--- config.mk ---
export PLATFORM = sky130hd
export DESIGN_NAME = rx_iq_packer
export DESIGN_NICKNAME = d
export VERILOG_FILES = /design/src/rtl/rx_pkg.sv /design/src/rtl/rx_iq_hold.sv /design/src/rtl/rx_iq_packer.sv
export SDC_FILE = /design/constraint.sdc
export NUM_CORES = 1
export LEC_CHECK = 0
export CORE_ASPECT_RATIO = 0.8
export CORE_MARGIN = 1.5
export CORE_UTILIZATION = 43
export DETAILED_ROUTE_END_ITERATION = 6
export PLACE_DENSITY = 0.73
export SKIP_LAST_GASP = 1
export SLEW_MARGIN = 20
export SYNTH_ARGS = -nofsm -noshare
export SYNTH_HDL_FRONTEND = slang
export SYNTH_SLANG_ARGS = --single-unit
--- constraint.sdc ---
create_clock -name clk -period 7.9 [get_ports clk]
set_input_delay 2.37 -clock clk [delete_from_list [all_inputs] [get_ports clk]]
set_output_delay 2.37 -clock clk [all_outputs]
set_load 0.02 [all_outputs]
--- src/rtl/rx_pkg.sv ---
// Shared constants and helpers for the RX I/Q packing path.
// Latency: n/a (types and pure functions only).
// Backpressure: n/a.
package rx_pkg;

    localparam int IQ_W   = 24;
    localparam int WORD_W = 2 * IQ_W;
    localparam int MAX_RX = 8;

    // One FIFO word: I in the upper half so the byte mux emits I MSBs first.
    function automatic logic [WORD_W-1:0] pack_iq(input logic [IQ_W-1:0] i,
                                                  input logic [IQ_W-1:0] q);
        return {i, q};
    endfunction

    // Number of set bits in a per-channel event vector.
    function automatic logic [3:0] popcount(input logic [MAX_RX-1:0] v);
        logic [3:0] n;
        n = '0;
        for (int k = 0; k < MAX_RX; k++) begin
            n = n + {3'b000, v[k]};
        end
        return n;
    endfunction

    // a + b clipped to maxv; the 33-bit sum cannot wrap.
    function automatic logic [31:0] sat_add(input logic [31:0] a,
                                            input logic [31:0] b,
                                            input logic [31:0] maxv);
        logic [32:0] s;
        s = {1'b0, a} + {1'b0, b};
        if (s > {1'b0, maxv}) begin
            return maxv;
        end
        return s[31:0];
    endfunction

endpackage

--- src/rtl/rx_iq_hold.sv ---
// Per-channel hold register: captures one I/Q pair, tracks pending and overrun.
// Latency: strobe at edge t -> word/pending visible from cycle t+1.
// Backpressure: none; a new strobe over an unwritten word overwrites it and flags overrun.
module rx_iq_hold #(
    parameter int IQ_W = 24
) (
    input  logic              clk,
    input  logic              reset,
    input  logic              enable_i,
    input  logic              strobe_i,
    input  logic [IQ_W-1:0]   i_i,
    input  logic [IQ_W-1:0]   q_i,
    input  logic              wr_i,
    input  logic              drop_i,
    input  logic              clr_i,
    output logic [2*IQ_W-1:0] word_o,
    output logic              pend_o,
    output logic              ovf_o,
    output logic              ovr_o
);

    logic [2*IQ_W-1:0] word_q, word_d;
    logic              pend_q, pend_d;
    logic              ovf_q, ovf_d;

    // A strobe landing on the very cycle this word is written is not a loss.
    assign ovr_o  = strobe_i & pend_q & ~wr_i;
    assign word_o = word_q;
    assign pend_o = pend_q;
    assign ovf_o  = ovf_q;

    // Next state: capture wins over write/drop, disable discards pending, clear beats set.
    always_comb begin
        word_d = word_q;
        pend_d = pend_q;
        ovf_d  = ovf_q;
        if (strobe_i) begin
            word_d = {i_i, q_i};
        end
        if (wr_i || drop_i) begin
            pend_d = 1'b0;
        end
        if (strobe_i) begin
            pend_d = 1'b1;
        end
        if (!enable_i) begin
            pend_d = 1'b0;
        end
        if (clr_i) begin
            ovf_d = 1'b0;
        end else if (ovr_o) begin
            ovf_d = 1'b1;
        end
    end

    // State registers with synchronous reset.
    always_ff @(posedge clk) begin
        if (reset) begin
            word_q <= '0;
            pend_q <= 1'b0;
            ovf_q  <= 1'b0;
        end else begin
            word_q <= word_d;
            pend_q <= pend_d;
            ovf_q  <= ovf_d;
        end
    end

endmodule

--- src/rtl/rx_iq_packer.sv ---
// Packs per-receiver I/Q pairs into {I,Q} words and writes them in strict RX0..RXn order.
// Latency: one cycle from strobe to fifo_wrreq at the earliest.
// Backpressure: fifo_full freezes the channel pointer; samples arriving meanwhile overwrite and count as overruns.
module rx_iq_packer #(
    parameter int NUM_RX = 4,
    parameter int IQ_W   = 24,
    parameter int CNT_W  = 16
) (
    input  logic                   clk,
    input  logic                   reset,
    input  logic [2:0]             num_active,
    input  logic                   enable,
    input  logic [NUM_RX-1:0]      rx_strobe,
    input  logic [NUM_RX*IQ_W-1:0] rx_i,
    input  logic [NUM_RX*IQ_W-1:0] rx_q,
    input  logic                   fifo_full,
    output logic                   fifo_wrreq,
    output logic [2*IQ_W-1:0]      fifo_data,
    output logic [NUM_RX-1:0]      overrun,
    output logic [CNT_W-1:0]       overrun_cnt,
    input  logic                   overrun_clr
);

    import rx_pkg::*;

    localparam logic [CNT_W-1:0] CNT_MAX = '1;

    logic [2:0]        ch_q, ch_d;
    logic [2:0]        act_q, act_d;
    logic [2:0]        act_new;
    logic              boundary;
    logic [NUM_RX-1:0] wr_vec;
    logic [NUM_RX-1:0] drop_vec;
    logic [MAX_RX-1:0] pend_x;
    logic [MAX_RX-1:0] ovr_x;
    logic [2*IQ_W-1:0] word_x [MAX_RX];
    logic [CNT_W-1:0]  cnt_q, cnt_d;

    // Padded to MAX_RX so the 3-bit pointer always indexes a defined slot.
    for (genvar k = 0; k < MAX_RX; k++) begin : g_ch
        if (k < NUM_RX) begin : g_hold
            rx_iq_hold #(.IQ_W(IQ_W)) u_hold (
                .clk      (clk),
                .reset    (reset),
                .enable_i (enable),
                .strobe_i (rx_strobe[k]),
                .i_i      (rx_i[k*IQ_W +: IQ_W]),
                .q_i      (rx_q[k*IQ_W +: IQ_W]),
                .wr_i     (wr_vec[k]),
                .drop_i   (drop_vec[k]),
                .clr_i    (overrun_clr),
                .word_o   (word_x[k]),
                .pend_o   (pend_x[k]),
                .ovf_o    (overrun[k]),
                .ovr_o    (ovr_x[k])
            );
        end else begin : g_pad
            assign word_x[k] = '0;
            assign pend_x[k] = 1'b0;
            assign ovr_x[k]  = 1'b0;
        end
    end

    // Only the pointed-at channel may write; ready channels behind it wait their turn.
    assign fifo_wrreq = enable & pend_x[ch_q] & ~fifo_full;
    assign fifo_data  = word_x[ch_q];
    assign act_new    = (int'(num_active) >= NUM_RX) ? 3'(NUM_RX - 1) : num_active;
    assign boundary   = (ch_q == 3'd0) & ~fifo_wrreq;

    // Pointer, frame-size latch, per-channel write/drop strobes and counter next state.
    always_comb begin
        wr_vec   = '0;
        drop_vec = '0;
        ch_d     = ch_q;
        act_d    = act_q;
        for (int k = 0; k < NUM_RX; k++) begin
            wr_vec[k]   = fifo_wrreq & (ch_q == 3'(k));
            drop_vec[k] = boundary & (act_new != act_q) & (3'(k) > act_new);
        end
        if (!enable) begin
            ch_d = 3'd0;
        end else if (fifo_wrreq) begin
            ch_d = (ch_q == act_q) ? 3'd0 : ch_q + 3'd1;
        end
        if (boundary) begin
            act_d = act_new;
        end
        if (overrun_clr) begin
            cnt_d = '0;
        end else begin
            cnt_d = CNT_W'(sat_add(32'(cnt_q), 32'(popcount(ovr_x)), 32'(CNT_MAX)));
        end
    end

    // Pointer, latched frame size and overrun counter registers.
    always_ff @(posedge clk) begin
        if (reset) begin
            ch_q  <= 3'd0;
            act_q <= 3'd0;
            cnt_q <= '0;
        end else begin
            ch_q  <= ch_d;
            act_q <= act_d;
            cnt_q <= cnt_d;
        end
    end

    assign overrun_cnt = cnt_q;

endmodule

==> results of run 1 <==
-- cell families (layout without fill, tap and decap cells) --
logic type,count (synthesis),count (layout),synth area share (%)
buf+inv,82,333,3.73
mux,243,243,31.2
other cells,0,2,0
flops,222,222,45.6
xor+xnor,14,14,1.26
simple gates,300,300,13.9
compound gates,46,46,2.87
fa+ha+maj,9,9,1.39
-- path summary, 6_finish.rpt --
check | to | slack [ps]
worst max-delay path | fifo_wrreq | 1160
worst min register to register | g_ch[3].g_hold.u_hold.ovf_o$_SDFFE_PP0P_ | 480
worst max register to register | overrun_cnt[0]$_SDFF_PP0_ | 3430
worst min-delay path | g_ch[3].g_hold.u_hold.ovf_o$_SDFFE_PP0P_ | 480
-- worst max-delay path, stage by stage --
cell and delay (ps):
clkdlybuf4s50_1 490, nor3b_1 300, and3_1 400, nor2_1 130, inv_1 70, clkdlybuf4s50_1 610
-- Yosys cell counts (4+ instances only) --
library cell / number
dfxtp_1: 222
nor2_1: 207
mux2i_1: 193
and2_1: 49
mux4_2: 48
clkbuf_1: 33
a21oi_1: 21
buf_1: 21
nand3_1: 12
buf_2: 11
xor2_1: 10
inv_1: 9
nand2_1: 9
ha_1: 6
and3_1: 5
buf_4: 5
o21ai_0: 5
o21ai_1: 5
xnor2_1: 4
-- power breakdown --
group	internal, mW	switching, mW
sequential	1.18	0.0310
clock	0.643	0.459
combinational	0.204	0.141
total	2.03	0.631
-- stage by stage --
stage | setup WS, ps | hold WS (ps)
final | 1160 | 477
after global routing | 1110 | 485
after CTS | 1190 | 469
after detailed placement | 1200 | 460
after global placement | 1250 | 452
after floorplan | 2420 | 426
-- state kept, by name, summed over array words and instances, names as in the netlist --
| name | count |
|---|---|
| g_ch.g_hold.u_hold.word_o | 192 |
| overrun_cnt | 16 |
| g_ch.g_hold.u_hold.ovf_o | 4 |
| g_ch.g_hold.u_hold.pend_o | 4 |
| act_q | 3 |
| ch_q | 3 |
-- cell type report --
cell class                 instances  area, um^2
fill                            1894        9020
multi-input combinational        612        4930
sequential                       222        4450
timing repair buffer             280        2770
clock buffer                      32         682
tap                              306         383
clock inverter                    12        97.6
inverter                           9        33.8
antenna                            2        5.00
-- placed cells by master (no fill, tap or decap), types with 6 or more instances in the layout --
master / netlist / routed
ha_1: 6 / 6
clkinv_2: 0 / 8
dfxtp_1: 222 / 220
nand2_1: 9 / 9
a21oi_1: 21 / 21
clkbuf_16: 0 / 25
inv_1: 9 / 8
mux2i_1: 193 / 193
mux4_2: 48 / 48
clkdlybuf4s50_1: 0 / 267
nand3_1: 12 / 12
buf_4: 5 / 12
xor2_1: 10 / 10
nor2_1: 207 / 207
and2_1: 49 / 49
-- layer usage --
layer  track usage (%)  routed length, um  up-vias
met2              38.1              12700      249
met1              28.5              12000     3597
met5                 0                  0        -
li1                  -                  -     3637
met3              5.14               1930       33
met4              6.34                541        0
==> out/results.tsv, run 1 <==
stage	metric	value	unit
yosys	post-synthesis net count	1129	
placement	Detail Placement HPWL	17800	um
worst_setup_path	Crit path arrival time	4370	ps
timing	fin crit period	6740	ps
yosys	ys async rst share	0	%
clock_network	CTS clk-pin slew, worst paths	60	ps
grt	largest net degree at the start of global routing	120	
yosys	Post-Syn Instances	916	
clock_network	post-cts sizing count	0	
yosys	Post-Syn Area	9740	um^2
yosys	number of flops mapped to enable cells by yosys	0	
yosys	yosys warns	0	
cells_and_area	Post-layout nets	1363	
clock_network	TritonCTS clock tree	done	
cells_and_area	share of cells above drive strength 1	9.34	%
timing	Worst-Margin Slew	898	ps
yosys	register area share after synthesis	45.6	%
hold_path	hold crit path type	reg2reg	
outcome	status	finished clean	
clock_network	clock buffer depth	3	
die	Total Die Area	23600	um^2
timing	RSZ-0062 raised after global routing	false	
power	PwrDens	199	nW/um^2
clock_network	clk root buf	clkbuf_16	
yosys	top cell type's share of synthesized area	45.6	%
placement	DP Cell Count	1429	
worst_setup_path	CP max FO	7	
power	peak supply drop	0.115	mV
timing	setup TNS	0	ps
clock_network	Num CTS Buffers	25	
routing	# DRC	0	
run	max cap viols	0	
yosys	Post-synth top flop	dfxtp_1	
cells_and_area	cell area after layout	13400	um^2
clock_network	postcts setup bufs	0	
die	# rows	49	
placement	Port Buffers	272	
grt	GRT Total Usage	22.4	%
grt	GR Overflow Total	0	
yosys	post-synth cell types	44	
die	initial core utilization	43.5	%
die	Core Box Area	22400	um^2
timing	relative slew slack	40.1	%
grt	vias in the first global route	7436	
cells_and_area	fin util	59.7	%
routing	DRT iter0 DRCs	406	
timing	Final Hold Fails	0	
die	Die Y	138	um
grt	first-pass GRT wire length	40400	um
worst_setup_path	critical path class	in2out	
routing	first drt pass iteration count	5	
worst_setup_path	crit path from	enable	
placement	gpl congestion	0.831	
yosys	Seq cells post-synth	222	
worst_setup_path	Worst Path Required	5530	ps
placement	placed instance area	12600	um^2
yosys	syn avg cell area	10.6	um^2
timing	fin crit share	85.3	%
timing	Max Fclk	148	MHz
worst_setup_path	reg2reg path depth	13	
power	leakage	5.54	nW
hold_path	HP Start	g_ch[3].g_hold.u_hold.ovf_o$_SDFFE_PP0P_	
yosys	post-synth top area cell	dfxtp_1	
cells_and_area	Final Instance Count excl. Fillers	1475	
yosys	dominant cells by area after synthesis	dfxtp_1, mux2i_1, mux4_2	
worst_setup_path	crit start category	input port	
timing	Final setup viols	0	
die	die width	171	um
routing	final wirelength	27100	um
routing	total number of vias	7516	
clock_network	clock latency at the later pin of the worst-skew pair	520	ps
worst_setup_path	CP Capture Type	output pin	
hold_path	cell count of the worst hold path	2	
clock_network	Sink Count	222	
routing	routed length per instance	18.4	um
timing	fin. max-slew vios	0	
grt	initial antenna violation count	2	
die	I/O pins	273	
worst_setup_path	launching point of the worst reg2reg path	ch_q[0]$_SDFFE_PP0P_	
clock_network	CTS Hold Bufs	0	
routing	Vias/cell	5.10	
clock_network	CTS HTree Levels	1	
cells_and_area	Area growth syn-to-layout	37.1	%
timing	Clock Skews	9.59	ps
power	Total Power	2.66	mW
routing	DRT antenna net count	0	
Note: power is estimated with default switching activity, not from simulation.
==> run 2, diff against run 1 <==
Settings changed: CORE_MARGIN 1.5 to 8.
==> run 2 against run 1 <==
Routed wire length up 6.2%. Design area is 0.47% lower. Count of clock-buffer cells in the layout decreased by 2. Clock skew fell by 6.6 ps. Highest routed layer is now met5.
==> out/results.tsv, run 2 (same netlist as run 1, synthesis figures left out) <==
stage	metric	value	unit	change
outcome	status	finished clean		
timing	RSZ-0062 raised after global routing	false		
routing	met2 WL	13500	um	+6.6%
worst_setup_path	Worst Path Required	5530	ps	about the same
routing	Vias/cell	5.10		about the same
cells_and_area	max reg flops	192		unchanged
cells_and_area	Area growth syn-to-layout	36.5	%	
worst_setup_path	Largest delay share family, worst path	buffers and inverters		
timing	Final Hold Fails	0		unchanged
power	leakage	5.51	nW	-0.42%
die	# rows	49		unchanged
hold_path	HP Start	g_ch[3].g_hold.u_hold.ovf_o$_SDFFE_PP0P_		
cells_and_area	Fill cells	1842		-2.7%
timing	fin crit period	6750	ps	+8.10 ps
worst_setup_path	WP buf/inv	3		unchanged
clock_network	clock buffer depth	3		unchanged
hold_path	hold crit path type	reg2reg		
timing	Clock Skews	2.97	ps	-6.62 ps
clock_network	Sink Count	222		unchanged
die	initial core utilization	43.5	%	unchanged
clock_network	clk root buf	clkbuf_16		
timing	Max Fclk	148	MHz	-0.12%
worst_setup_path	Critical Path Most Common Cell	clkdlybuf4s50_1		
power	Total Power	2.60	mW	-2.3%
grt	initial antenna violation count	3		+1
routing	# DRC	0		unchanged
clock_network	clock latency at the later pin of the worst-skew pair	510	ps	about the same
power	PwrDens	195	nW/um^2	-1.9%
placement	Detail Placement HPWL	19600	um	+10%
run	max cap viols	0		unchanged
worst_setup_path	crit path from	enable		
clock_network	CTS clk-pin slew, worst paths	60	ps	about the same
worst_setup_path	critical path class	in2out		
routing	final wirelength	28800	um	+6.2%
timing	fin. max-slew vios	0		unchanged
routing	DR WL met3	2130	um	+10%
clock_network	TritonCTS clock tree	done		
grt	GR Overflow Total	0		unchanged
routing	Top Layer Used	met5		
worst_setup_path	launching point of the worst reg2reg path	ch_q[0]$_SDFFE_PP0P_		
worst_setup_path	Worst path slowest cell	clkdlybuf4s50_1		
cells_and_area	Final Instance Count excl. Fillers	1471		-0.27%
worst_setup_path	CP max FO	7		unchanged
routing	total number of vias	7495		-0.28%
die	die width	184	um	+7.6%
cells_and_area	Post-layout nets	1360		-0.22%
worst_setup_path	Crit path arrival time	4380	ps	about the same
grt	vias in the first global route	7831		+5.3%
routing	routed length per instance	19.6	um	+6.5%
grt	first-pass GRT wire length	44200	um	+9.4%
placement	DP Cell Count	1428		-0.070%
clock_network	Num CTS Buffers	23		-8.0%
timing	fin crit share	85.4	%	+0.10 points
cells_and_area	fin util	59.4	%	-0.28 points
cells_and_area	most frequent cells in the layout	clkdlybuf4s50_1, dfxtp_1, nor2_1		
grt	largest net degree at the start of global routing	112		-6.7%
routing	WL met1	12600	um	+5.4%
grt	GRT Total Usage	20.2	%	-2.2 points
clock_network	CTS Hold Bufs	0		unchanged
cells_and_area	share of cells above drive strength 1	9.29	%	-0.054 points
worst_setup_path	crit-path cells	clkdlybuf4s50_1 > nor3b_1 > and3_1 > nor2_1 > inv_1 > clkdlybuf4s50_1		
clock_network	postcts setup bufs	0		unchanged
die	I/O pins	273		unchanged
timing	Final setup viols	0		unchanged
timing	setup TNS	0	ps	unchanged
die	Total Die Area	27700	um^2	+18%
placement	gpl congestion	0.853		+2.6%
worst_setup_path	Crit path largest cell delay	600	ps	about the same
power	peak supply drop	0.132	mV	+14%
placement	Port Buffers	272		unchanged
clock_network	CTS HTree Levels	1		unchanged
worst_setup_path	crit start category	input port		
timing	relative slew slack	32.7	%	-7.4 points
timing	Worst-Margin Slew	1010	ps	+111 ps
routing	first drt pass iteration count	5		unchanged
die	Die Y	151	um	+9.4%
cells_and_area	most common cell after layout, fill and taps aside	clkdlybuf4s50_1		
clock_network	post-cts sizing count	0		unchanged
routing	DRT antenna net count	0		unchanged
worst_setup_path	CP Capture Type	output pin		
die	Core Box Area	22400	um^2	unchanged
routing	DRT iter0 DRCs	380		-6.4%
## run 2: final timing paths
kind / end / cells past startpoint / slack [ps]
hold reg to reg: g_ch[3].g_hold.u_hold.ovf_o$_SDFFE_PP0P_ / 2 / 460
setup / recovery: fifo_wrreq / 6 / 1150
hold / removal: g_ch[3].g_hold.u_hold.ovf_o$_SDFFE_PP0P_ / 2 / 460
setup reg to reg: overrun_cnt[8]$_SDFF_PP0_ / 13 / 3310
## run 2: layer usage
| metal | GRT usage (%) | vias up |
|---|---|---|
| li1 | - | 3626 |
| met1 | 25.3 | 3596 |
| met3 | 5.40 | 32 |
| met4 | 5.19 | 2 |
| met2 | 34.2 | 239 |
| met5 | 0 | - |
## run 2: area by class of cell
cell class / count / area (um^2) / area share, %
Clock inverter: 11 / 62.6 / 0.471
Inverter: 9 / 33.8 / 0.254
Sequential cell: 222 / 4450 / 33.5
Multi-Input combinational cell: 612 / 4930 / 37.1
Tap cell: 306 / 383 / 2.88
Antenna cell: 2 / 5.00 / 0.0377
Timing Repair Buffer: 279 / 2770 / 20.8
Clock buffer: 30 / 662 / 4.98
## run 2: worst min-delay path, cell delays in order, from the launching register on
cell and delay, ps:
dfxtp_1 310, inv_1 50, a21oi_1 50
## run 2: power breakdown
part	switching, mW	internal (mW)
logic	0.142	0.204
clock network	0.450	0.590
registers	0.0311	1.18
total	0.622	1.97
## run 2: per-stage QoR
stage	setup slack [ps]	hold WS (ps)	cell area, um^2
finish	1150	460	13300
global route	1070	477	13300
CTS	1180	465	13300
detailed placement	1190	455	12600
global placement	1240	457	12600
floorplan	2420	426	9740
